[src/rtl/mem_pkg.sv]
// Shared types for the memory-access stage: bus operation codes, stage
// states and datapath widths.
package mem_pkg;

  localparam int REG_IDX_W = 5;
  localparam int DATA_W    = 32;

  // Encoding 3 is reserved and decoded as MEM_NONE by the stage.
  typedef enum logic [1:0] {
    MEM_NONE = 2'd0,
    MEM_LW   = 2'd1,
    MEM_SW   = 2'd2
  } mem_op_t;

  typedef enum logic [1:0] {
    IDLE = 2'd0,
    BUS  = 2'd1,
    DONE = 2'd2
  } mem_state_t;

endpackage

[src/rtl/mem_stage.sv]
// Memory-access stage: runs one req/ack bus transaction for aligned LW/SW,
// then holds a single registered writeback record on a valid/ready output.
module mem_stage
  import mem_pkg::*;
#(
  parameter int ADDR_W = 32
) (
  input  logic                 clk,
  input  logic                 reset,
  input  logic                 in_valid,
  output logic                 in_ready,
  input  logic [1:0]           in_mem_op,
  input  logic [DATA_W-1:0]    in_alu_result,
  input  logic [DATA_W-1:0]    in_store_data,
  input  logic [REG_IDX_W-1:0] in_rd,
  input  logic                 in_reg_we,
  output logic                 bus_req,
  output logic                 bus_we,
  output logic [ADDR_W-1:0]    bus_addr,
  output logic [DATA_W-1:0]    bus_wdata,
  input  logic                 bus_ack,
  input  logic [DATA_W-1:0]    bus_rdata,
  output logic                 out_valid,
  input  logic                 out_ready,
  output logic [DATA_W-1:0]    out_data,
  output logic [REG_IDX_W-1:0] out_rd,
  output logic                 out_reg_we,
  output logic                 out_misaligned
);

  mem_state_t            r_state;
  logic                  r_bus_req;
  logic                  r_bus_we;
  logic [ADDR_W-1:0]     r_bus_addr;
  logic [DATA_W-1:0]     r_bus_wdata;
  logic                  r_out_valid;
  logic [DATA_W-1:0]     r_out_data;
  logic [REG_IDX_W-1:0]  r_out_rd;
  logic                  r_out_reg_we;
  logic                  r_out_misaligned;
  logic                  r_reg_we;
  logic [DATA_W-1:0]     r_alu;

  logic w_in_ready;
  logic w_accept;
  logic w_is_mem;
  logic w_misaligned;

  // The only combinational in->out path: a taken record frees the slot.
  assign w_in_ready   = (r_state == IDLE) || ((r_state == DONE) && out_ready);
  assign w_accept     = in_valid && w_in_ready;
  assign w_is_mem     = (in_mem_op == MEM_LW) || (in_mem_op == MEM_SW);
  assign w_misaligned = (in_alu_result[1:0] != 2'b00);

  // NOTE: all state updates use non-blocking assignments so every register
  // samples pre-edge values regardless of statement order.
  always_ff @(posedge clk) begin
    if (reset) begin
      r_state          <= IDLE;
      r_bus_req        <= 1'b0;
      r_bus_we         <= 1'b0;
      r_bus_addr       <= '0;
      r_bus_wdata      <= '0;
      r_out_valid      <= 1'b0;
      r_out_data       <= '0;
      r_out_rd         <= '0;
      r_out_reg_we     <= 1'b0;
      r_out_misaligned <= 1'b0;
      r_reg_we         <= 1'b0;
      r_alu            <= '0;
    end else begin
      case (r_state)
        BUS: begin
          if (bus_ack) begin
            r_state          <= DONE;
            r_bus_req        <= 1'b0;
            r_out_valid      <= 1'b1;
            r_out_misaligned <= 1'b0;
            // bus_we doubles as the captured "this is a store" flag.
            r_out_data       <= r_bus_we ? r_alu : bus_rdata;
            r_out_reg_we     <= r_bus_we ? 1'b0 : r_reg_we;
          end
        end
        default: begin
          if ((r_state == DONE) && out_ready) begin
            r_state     <= IDLE;
            r_out_valid <= 1'b0;
          end
          if (w_accept) begin
            r_out_rd <= in_rd;
            r_reg_we <= in_reg_we;
            r_alu    <= in_alu_result;
            if (w_is_mem && !w_misaligned) begin
              r_state     <= BUS;
              r_bus_req   <= 1'b1;
              r_bus_we    <= (in_mem_op == MEM_SW);
              r_bus_addr  <= in_alu_result[ADDR_W-1:0];
              r_bus_wdata <= in_store_data;
              r_out_valid <= 1'b0;
            end else begin
              // Register op, or a suppressed misaligned access.
              r_state          <= DONE;
              r_out_valid      <= 1'b1;
              r_out_data       <= in_alu_result;
              r_out_reg_we     <= in_reg_we && !w_is_mem;
              r_out_misaligned <= w_is_mem;
            end
          end
        end
      endcase
    end
  end

  assign in_ready       = w_in_ready;
  assign bus_req        = r_bus_req;
  assign bus_we         = r_bus_we;
  assign bus_addr       = r_bus_addr;
  assign bus_wdata      = r_bus_wdata;
  assign out_valid      = r_out_valid;
  assign out_data       = r_out_data;
  assign out_rd         = r_out_rd;
  assign out_reg_we     = r_out_reg_we;
  assign out_misaligned = r_out_misaligned;

endmodule

[config.mk]
export PLATFORM = sky130hd
export DESIGN_NAME = mem_stage
export DESIGN_NICKNAME = d
export VERILOG_FILES = /design/src/rtl/mem_pkg.sv /design/src/rtl/mem_stage.sv
export SDC_FILE = /design/constraint.sdc
export NUM_CORES = 1
export LEC_CHECK = 0
export BUFFER_PORTS_ARGS = -buffer_cell sky130_fd_sc_hd__clkbuf_2
export CELL_PAD_IN_SITES_DETAIL_PLACEMENT = 0
export CELL_PAD_IN_SITES_GLOBAL_PLACEMENT = 1
export CORE_ASPECT_RATIO = 0.6
export CORE_MARGIN = 1.5
export CORE_UTILIZATION = 39
export DETAILED_ROUTE_END_ITERATION = 16
export GPL_TIMING_DRIVEN = 0
export PLACE_DENSITY_LB_ADDON = 0.15
export SETUP_SLACK_MARGIN = 0.15
export SLEW_MARGIN = 25
export SYNTH_ARGS = -nofsm -noshare
export SYNTH_HDL_FRONTEND = slang
export SYNTH_SLANG_ARGS = --single-unit
[constraint.sdc]
create_clock -name clk -period 3.63 [get_ports clk]
set_input_delay 0.5445 -clock clk [delete_from_list [all_inputs] [get_ports clk]]
set_output_delay 0.5445 -clock clk [all_outputs]
set_load 0.005 [all_outputs]
==> summary.md <==
| Metric | Value |
|---|---|
| Leakage power | 3.40 nW |
| Seq/Total Area, Yosys | 46.6% |
| Die footprint | 16200 sq um |
| Net Count, Synth | 817 |
| Layout cells sized above 1 | 27.8% |
| Hold Crit Start | in_rd[0] |
| Fin. Hold Viols | 0 |
| Largest net degree at the start of global routing | 17 |
| Nets | 1050 |
| CTS Sinks | 140 |
| Slew HR | 58.6% |
| Iter 0 DRT Violations | 496 |
| CP Cell Sequence | inv_1 -> o211a_1 -> clkbuf_1 -> clkbuf_1 -> a21oi_1 -> nor2_1 |
| CP Launch Type | register |
| R2R depth | 6 |
| Vias after detailed routing | 6119 |
| Global placer's final weighted congestion | 0.812 |
| Post-synthesis area per instance | 8.51 sq um |
| Cell taking the most area after synthesis | dfxtp_1 |
| Wirelength, routed | 20.1 mm |
| Die width | 163 um |
| Required @ worst endpoint | 3.97 ns |
| Core area | 14800 sq um |
| Critical R2R Launch | out_valid$_SDFFE_PP0P_ |
| Worst EP arrival | 2.44 ns |
| Commonest non-fill, non-tap cell in the layout | clkbuf_2 |
| Clock insertion delay at the later pin of the skew report | 0.41 ns |
| Top FF cell, synth | dfxtp_1 |
| CP Launch Point | out_valid$_SDFFE_PP0P_ |
| Vias per cell | 5.32 |
| Worst VDD drop | 364 uV |
| Hold WC Path Type | in -> reg |
| RSZ-0062 raised after global routing | false |
| Worst-path clk slew | 0.06 ns |
| DRC violations left | 0 |
| GRT Util Overall | 24.8% |
| Top post-synthesis cells by area | dfxtp_1 (47%), mux2i_1 (11%), a21oi_1 (8.8%) |
| CP endpoint | r_state[0]$_SDFFE_PP0P_ |
| Postcts setup bufs | 0 |
| Max-cap viol count | 0 |
| Post-cts resize count | 0 |
| Mapped Area | 6020 sq um |
| Cell mode on critical path | clkbuf_1 |
| Routed wl met3 | 1.43 mm |
| Row cnt | 34 |
| Register bit count reported by yosys | 140 |
| Antenna violation net count after detailed routing | 0 |
| Routed WL per cell | 17.4 um |
| Initial Util | 40.8% |
| DIE HEIGHT | 99.2 um |
| Crit path buf inv count | 3 |
| Util after Layout | 53.8% |
| CP max FO | 10 |
| Clock skew | 0.00825 ns |
| Commonest cells after routing, fill and taps aside | clkbuf_2 (215), dfxtp_1 (140), a21oi_1 (106) |
| Vias in the first global route | 5923 |
| Warnings, synthesis | 0 |
| Crit. End Element | register |
| Cell Pwr Density | 501 nW/um^2 |
| Area delta synth->final | 32.1% |
| Setup TNS | 0 ns |
| Antenna Cells | 0 |
| Grt total ovfl | 0 |
| Hold buffer count at cts | 0 |
| Pre-Repair DR Iteration Count | 5 |
| CTS tree | done |
| Antenna violations before repair | 0 |
| Hpwl dp | 14.8 mm |
| Metal-1 WL | 9.61 mm |
| Critical path class | reg -> reg |
| TritonCTS buffer count | 17 |
| Root Driver | clkbuf_16 |
| Fmax | 476 MHz |
| Tmin final | 2.10 ns |
| Final setup viols | 0 |
| Final period util | 57.9% |
| Number of synthesized flops with an enable pin | 0 |
| Setup slack, reg-to-reg | 1.53 ns |
| WP depth | 6 |
| Distinct cells, synth | 31 |
| Max layer used | met4 |
| Fin. max-slew vios | 0 |
| WHS | 0.353 ns |
| Critical path's slowest cell | clkbuf_1 |
| Syn Inst Count | 707 |
| First-pass GRT wire length | 31.3 mm |
| Ports | 216 |
| Area share of the largest cell type after synthesis | 46.6% |
| CP top delay family | buffers and inverters |
| Least-Margin Pin Slew | 0.621 ns |
| PortBufs | 214 |
| CTS H-tree depth | 4 |
| Reg2reg end | r_state[0]$_SDFFE_PP0P_ |
| Clk buf depth | 2 |
| Routed wire length on met2 | 8.82 mm |
| Max incr delay on CP | 0.53 ns |
| Ys async rst share | 0% |
| Outcome | finished, final reports clean |
-- worst min-delay path by stage --
stage / to / slack [ns] / cells after the start
global placement: r_alu[30]$_SDFFE_PP0P_ / 0.44 / 2
finish: out_rd[0]$_SDFFE_PP0P_ / 0.35 / 3
floorplan: r_alu[0]$_SDFFE_PP0P_ / 0.44 / 2
detailed placement: r_alu[0]$_SDFFE_PP0P_ / 0.45 / 2
global route: out_rd[1]$_SDFFE_PP0P_ / 0.34 / 3
CTS: out_rd[0]$_SDFFE_PP0P_ / 0.34 / 3
-- registers in the layout, summed over array words and instances, names as in the netlist --
signal / count
out_reg_we: 1
out_valid: 1
bus_wdata: 32
bus_addr: 32
bus_we: 1
bus_req: 1
r_alu: 32
r_state: 1
r_reg_we: 1
out_rd: 5
out_data: 32
out_misaligned: 1
-- power by group --
part,internal (mW),total (mW),switching (mW)
combinational,0.212,0.509,0.297
sequential,1.62,1.66,0.0437
clock,1.11,1.82,0.707
-- Yosys cell counts (2+ instances only) --
master,count
nand2b_1,33
o21ai_1,8
nor2b_1,3
a211o_1,32
o21ai_0,55
a21oi_1,106
nor3b_1,2
inv_1,3
clkbuf_1,50
nand2_1,78
buf_12,3
dfxtp_1,140
nand3b_1,2
buf_2,15
nor2_1,36
nand3_1,63
mux2i_1,64
-- layout make-up --
cell class	instances	area, sq um
plain buffers	71	343
clock buffers	20	447
clock inverters	12	164
fillers	1428	6810
inverters	3	11.3
multi-input cells	493	2860
flip-flops and latches	140	2800
well taps	198	248
repair buffers	214	1070
-- layer usage --
| layer | track usage, % | vias up |
|---|---|---|
| met5 | 0 | - |
| met4 | 6.00 | 0 |
| met3 | 5.00 | 19 |
| met2 | 38.4 | 235 |
| met1 | 35.3 | 2928 |
| li1 | - | 2937 |
-- through the flow --
stage / worst slack [ns] / instance area (sq um) / power, mW / cells
floorplan: 1.50 / 6020 / 1.97 / 707
global placement: 1.21 / 7340 / 2.19 / 1119
detailed placement: 1.17 / 7340 / 2.20 / 1119
CTS: 1.53 / 7950 / 4.01 / 1151
global route: 1.34 / 7950 / 4.14 / 1151
finish: 1.53 / 7950 / 3.99 / 1151
-- cell families after synthesis --
logic type | after synthesis | share of synthesized area (%)
fa+ha+maj | 1 | 0.208
compound gates | 207 | 19.6
buf+inv | 74 | 5.88
flops | 140 | 46.6
mux | 65 | 10.8
simple gates | 220 | 17.0
-- worst register-to-register path: cells and delay by family, from the launching register on --
kind / cells / cell delay (ns)
buffers and inverters: 3 / 1.12
AOI/OAI and AO/OA: 2 / 0.42
DFF: 1 / 0.36
and+or+nand+nor: 1 / 0.13
Note: power is estimated with default switching activity, not from simulation.
